<file path="src/rtl/wb_pkg.sv">
// Shared widths and the request record carried through the long-latency result FIFO.
package wb_pkg;
  localparam int unsigned DATA_W   = 32;
  localparam int unsigned ADDR_W   = 5;
  localparam int unsigned NUM_REGS = 32;

  typedef struct packed {
    logic [ADDR_W-1:0] rd;
    logic [DATA_W-1:0] data;
  } wb_req_t;
endpackage

</file>
<file path="src/rtl/wb_ll_fifo.sv">
// Circular buffer of long-latency results; push and pop may coincide, with no bypass.
module wb_ll_fifo
  import wb_pkg::*;
#(
  parameter  int unsigned LL_DEPTH = 2,
  localparam int unsigned CNT_W    = $clog2(LL_DEPTH + 1)
) (
  input  logic             clk,
  input  logic             reset,
  input  logic             push,
  input  wb_req_t          push_req,
  input  logic             pop,
  output wb_req_t          head,
  output logic             full,
  output logic             empty,
  output logic [CNT_W-1:0] count
);
  localparam int unsigned PTR_W = (LL_DEPTH > 1) ? $clog2(LL_DEPTH) : 1;

  wb_req_t          mem [LL_DEPTH];
  logic [PTR_W-1:0] wr_ptr;
  logic [PTR_W-1:0] rd_ptr;
  logic             do_push;
  logic             do_pop;

  function automatic logic [PTR_W-1:0] bump(input logic [PTR_W-1:0] p);
    return (p == PTR_W'(LL_DEPTH - 1)) ? '0 : p + 1'b1;
  endfunction

  assign full    = (count == CNT_W'(LL_DEPTH));
  assign empty   = (count == '0);
  assign do_push = push && !full;
  assign do_pop  = pop && !empty;
  assign head    = mem[rd_ptr];

  always_ff @(posedge clk) begin
    if (!reset) begin
      wr_ptr <= '0;
      rd_ptr <= '0;
      count  <= '0;
    end else begin
      if (do_push) begin
        mem[wr_ptr] <= push_req;
        wr_ptr      <= bump(wr_ptr);
      end
      if (do_pop) rd_ptr <= bump(rd_ptr);
      if (do_push && !do_pop) count <= count + 1'b1;
      else if (do_pop && !do_push) count <= count - 1'b1;
    end
  end
endmodule

</file>
<file path="src/rtl/wb_write_port.sv">
// Register-file write port: pipeline writeback with priority, buffered long-latency results,
// busy scoreboard. Optional WB_STARVE_GUARD_EN adds an age counter and stall_req.
module wb_write_port #(
  parameter int unsigned DATA_W       = wb_pkg::DATA_W,
  parameter int unsigned ADDR_W       = wb_pkg::ADDR_W,
`ifdef WB_STARVE_GUARD_EN
  parameter int unsigned STARVE_LIMIT = 8,
`endif
  parameter int unsigned LL_DEPTH     = 2
) (
  input  logic                          clk,
  input  logic                          reset,
  input  logic                          wb_valid,
  input  logic [ADDR_W-1:0]             wb_rd,
  input  logic [DATA_W-1:0]             wb_data,
  input  logic                          ll_issue,
  input  logic [ADDR_W-1:0]             ll_issue_rd,
  input  logic                          ll_valid,
  output logic                          ll_ready,
  input  logic [ADDR_W-1:0]             ll_rd,
  input  logic [DATA_W-1:0]             ll_data,
  output logic                          writeRegister,
  output logic [ADDR_W-1:0]             writeAddress,
  output logic [DATA_W-1:0]             writeData,
  output logic [wb_pkg::NUM_REGS-1:0]   busy,
`ifdef WB_STARVE_GUARD_EN
  output logic                          stall_req,
`endif
  output logic [$clog2(LL_DEPTH+1)-1:0] ll_count
);
  wb_pkg::wb_req_t            ll_req;
  wb_pkg::wb_req_t            head;
  logic                       full;
  logic                       empty;
  logic                       push;
  logic                       pop;
  logic                       wb_take;
  logic [wb_pkg::NUM_REGS-1:0] busy_next;

  assign ll_req   = '{rd: ll_rd, data: ll_data};
  assign ll_ready = reset && !full;
  assign push     = ll_valid && ll_ready;

`ifdef WB_STARVE_GUARD_EN
  localparam int unsigned AGE_W = $clog2(STARVE_LIMIT + 2);
  logic [AGE_W-1:0] age;

  assign stall_req = (age >= AGE_W'(STARVE_LIMIT));
  assign wb_take   = wb_valid && (wb_rd != '0) && !stall_req;

  // Saturates at the limit so a long stall can never wrap back below it.
  always_ff @(posedge clk) begin
    if (!reset || pop || empty) age <= '0;
    else if (!stall_req)        age <= age + 1'b1;
  end
`else
  assign wb_take = wb_valid && (wb_rd != '0);
`endif

  assign pop = !empty && !wb_take;

  wb_ll_fifo #(.LL_DEPTH(LL_DEPTH)) u_fifo (
    .clk      (clk),
    .reset    (reset),
    .push     (push),
    .push_req (ll_req),
    .pop      (pop),
    .head     (head),
    .full     (full),
    .empty    (empty),
    .count    (ll_count)
  );

  // Clear before set so an issue to the retiring register keeps it busy.
  always_comb begin
    busy_next = busy;
    if (pop && head.rd != '0) busy_next[head.rd] = 1'b0;
    if (ll_issue && ll_issue_rd != '0) busy_next[ll_issue_rd] = 1'b1;
    busy_next[0] = 1'b0;
  end

  always_ff @(posedge clk) begin
    if (!reset) begin
      writeRegister <= 1'b0;
      writeAddress  <= '0;
      writeData     <= '0;
      busy          <= '0;
    end else begin
      writeRegister <= 1'b0;
      if (wb_take) begin
        writeRegister <= 1'b1;
        writeAddress  <= wb_rd;
        writeData     <= wb_data;
      end else if (pop && head.rd != '0) begin
        writeRegister <= 1'b1;
        writeAddress  <= head.rd;
        writeData     <= head.data;
      end
      busy <= busy_next;
    end
  end

`ifndef SYNTHESIS
  a_issue_to_busy: assert property (@(posedge clk) disable iff (!reset)
    !(ll_issue && ll_issue_rd != '0 && busy[ll_issue_rd] && !(pop && head.rd == ll_issue_rd)));
  a_wb_waw: assert property (@(posedge clk) disable iff (!reset)
    !(wb_take && busy[wb_rd]));
`ifdef WB_STARVE_GUARD_EN
  a_wb_lost: assert property (@(posedge clk) disable iff (!reset)
    !(wb_valid && wb_rd != '0 && stall_req));
`endif
`endif
endmodule

</file>
<file path="config.mk">
export PLATFORM = sky130hd
export DESIGN_NAME = wb_write_port
export DESIGN_NICKNAME = d
export VERILOG_FILES = /design/src/rtl/wb_pkg.sv /design/src/rtl/wb_ll_fifo.sv /design/src/rtl/wb_write_port.sv
export SDC_FILE = /design/constraint.sdc
export NUM_CORES = 1
export LEC_CHECK = 0
export BUFFER_PORTS_ARGS = -buffer_cell sky130_fd_sc_hd__buf_4
export CAP_MARGIN = 20
export CORE_ASPECT_RATIO = 0.7
export CORE_MARGIN = 8
export CORE_UTILIZATION = 45
export DETAILED_ROUTE_END_ITERATION = 10
export PLACE_DENSITY = 0.8
export SYNTH_ARGS = -nofsm -noshare
export SYNTH_HDL_FRONTEND = slang
export SYNTH_HIERARCHICAL = 1
export SYNTH_SLANG_ARGS = --single-unit
</file>
<file path="constraint.sdc">
create_clock -name clk -period 6.45 [get_ports clk]
set_input_delay 0.3225 -clock clk [delete_from_list [all_inputs] [get_ports clk]]
set_output_delay 0.3225 -clock clk [all_outputs]
set_load 0.02 [all_outputs]
</file>
==> flow_summary.ini <==
[global_route]
grt_use_total = 0.183
grt_overflow_total = 0
grt_pass1_wl_mm = 25.1
grt_max_degree = 81
first_global_vias = 4813
antenna_found_initial = 0

[synth]
synth.yosys.seq_area_share = 0.618
yosys.area_share.simple = 0.0859
synth_top_area_frac = 0.371
synth_xor_area_frac = 0.00439
synthFlopType = edfxtp_1
syn_area_um2 = 5990
async_flop_share = 0
syn_nets = 602
synth.distinct_cells = 45
yosys.area_share.adder = 0.00209
synth-seq-cells = 148
synth-edff-count = 74
synthMuxAreaShare = 0.0696
synth_top_area_cell = edfxtp_1
synth_top_family_by_area = compound AO/OA/AOI/OAI gates
synth_compound_area_frac = 0.182
yosysWarnings = 6
ys_top_cells_by_area = edfxtp_1 37%, dfxtp_1 25%, mux2_2 7.0%
syn_area_per_cell_um2 = 11.6
synthCells = 517

[critical_path]
cp_max_fo = 37
crit_required_ns = 6.78
startpoint_type = flip-flop
end_kind = flip-flop
arrival_ns = 3.61
criticalPathCategory = reg2reg

[sta]
slew_headroom = 0.340
maxSlewViolCount = 0
fin_crit_sh = 0.508
fin_crit_ns = 3.28
fin_skew_ns = 0.00844
rsz0062_at_grt = no
worst_pin_slew_ns = 0.990
hold_viol = 0
finalSetupViolCount = 0
fmax_mhz = 305
fin_tns_setup_ns = 0

[cts]
cts_setup_buffers = 0
h-tree-depth = 4
cts_resized = 0
hold_buffers = 0
clk_pin_slew_ns = 0.06
tritoncts = yes
root_buffer = clkbuf_16
clkLatencyLatePin_ns = 0.41
cts_buffers = 17
cts.path.max_buffers = 2
cts_sinks = 148

[route]
drt-total-wl_mm = 16.0
wl_per_cell_um = 19.2
drtIter0Drc = 384
ant_nets = 0
avgViaCountPerCell = 5.69
dr.pass1.iters = 6
vias = 4746
route.detailed.drc = 0

[cells_and_area]
fin_nets = 740
drive_gt1_frac = 0.355
areaGrowthSynthToFinish_pct = 30.7
antenna_cells = 0
final_cells = 834

[placement]
io_buffers = 155
place_hpwl_mm = 11.2
routabilityCongestion = 0.857
dp.cells = 802

[power_and_ir_drop]
power.share.clock = 0.399
p_leak_nw = 2.96
p_seq_frac = 0.414
sw_frac_of_total = 0.272
intPower_mw = 1.93
combPwrFrac = 0.187
peakVddDrop_mv = 0.185
power_density_nw_per_um2 = 339
p_switching_uw = 723

[run]
max_cap_viol_count = 0

[status]
status = complete, no violations

[floorplanning]
fp.dieH_um = 113
ioPinCount = 157
rows = 35
die_area_um2 = 17300
die_w_um = 154
core_um2 = 13100
start_util = 0.457

[hold_path]
hp-class = in2reg
-- layer usage --
layer,up-vias,track usage,part of all wire
met5,-,0,0
met4,0,0.0781,0.021
met3,28,0.0572,0.081
met2,222,0.300,0.48
met1,2289,0.221,0.42
li1,2207,-,-
-- stage by stage --
stage / power (mW) / hold WS, ns / area (µm²) / worst slack (ns) / util
3_3_place_gp: 1.60 / 0.483 / 7180 / 3.27 / 0.549
5_1_grt: 2.76 / 0.0753 / 7820 / 2.94 / 0.598
6_report: 2.66 / 0.0987 / 7820 / 3.17 / 0.598
4_1_cts: 2.67 / 0.0798 / 7820 / 3.16 / 0.598
2_1_floorplan: 1.44 / 0.421 / 5990 / 0.773 / -
3_5_place_dp: 1.61 / 0.487 / 7180 / 3.17 / 0.549
-- sequential cells by signal, summed over array words and instances, names as in the netlist, named ones only --
register	flops
u_fifo/mem	74
writeData	32
busy	31
writeAddress	5
u_fifo/count	2
u_fifo/rd_ptr	1
u_fifo/wr_ptr	1
writeRegister	1
-- cells by family after synthesis --
| family | Yosys count |
|---|---|
| XOR/XNOR | 3 |
| multiplexers | 37 |
| buffers and inverters | 43 |
| AND/OR/NAND/NOR | 101 |
| flip-flops | 148 |
| adder cells (fa/ha/maj) | 1 |
| AO/OA/AOI/OAI | 183 |
| other | 1 |
-- power by group through the flow --
stage | combinational [mW] | sequential (mW) | clock, mW
after floorplan | 0.290 | 1.15 | 0
after global placement | 0.481 | 1.12 | 0
after detailed placement | 0.495 | 1.12 | 0
after CTS | 0.497 | 1.10 | 1.07
after global routing | 0.539 | 1.11 | 1.11
final | 0.496 | 1.10 | 1.06
-- cells in the final DEF, fill, tap and decap left out, types with 3 or more instances in the layout --
cell type and instances:
a21boi_0 4, a21boi_1 3, a21oi_1 67, and2_1 5, buf_4 158, bufinv_16 5, clkbuf_16 17, clkinv_2 3
dfxtp_1 73, edfxtp_1 74, inv_1 4, mux2_2 37, nand2_1 42, nand3_1 8, nand3b_1 4, nor2_1 12
nor2b_1 5, nor3_1 7, nor4b_1 3, o211ai_1 23, o21a_1 7, o21ai_0 59, o31a_1 6, or3_1 4
-- worst max-delay path: stages (launching register included) --
cell and delay (ns):
dfxtp_2 0.93, mux2_2 0.51, or4_4 0.60, o21ai_4 0.77, a21oi_1 0.18, a21oi_1 0.20
-- worst paths after layout --
check	to	start	slack [ns]	cells after the start
worst min register to register	busy[1]	busy[1]	0.49	2
worst min-delay path	u_fifo/mem[1][2]	ll_data[2]	0.1	1
worst max register to register	writeData[30]	flip-flop	3.17	5
worst max-delay path	writeData[30]	flip-flop	3.17	5
-- cell type report --
cell class / count / area, µm²
fill: 1063 / 5270
inverter: 4 / 15.0
multi-input combinational: 326 / 2070
sequential: 148 / 3700
clock inverter: 13 / 206
tap: 166 / 208
clock buffer: 19 / 433
timing repair buffer: 158 / 1190
-- cells in the mapped netlist (5+ instances only) --
cell type  instances
mux2_2            37
o211ai_1          23
a21oi_1           67
nor3_1             7
edfxtp_1          74
nor2_1            12
dfxtp_1           74
and2_1             5
o31a_1             6
nand2_1           42
nor2b_1            5
buf_6              5
o21ai_0           59
nand3_1            8
buf_2              7
o21a_1             8
clkbuf_1          23
Note: power is estimated with default switching activity, not from simulation.
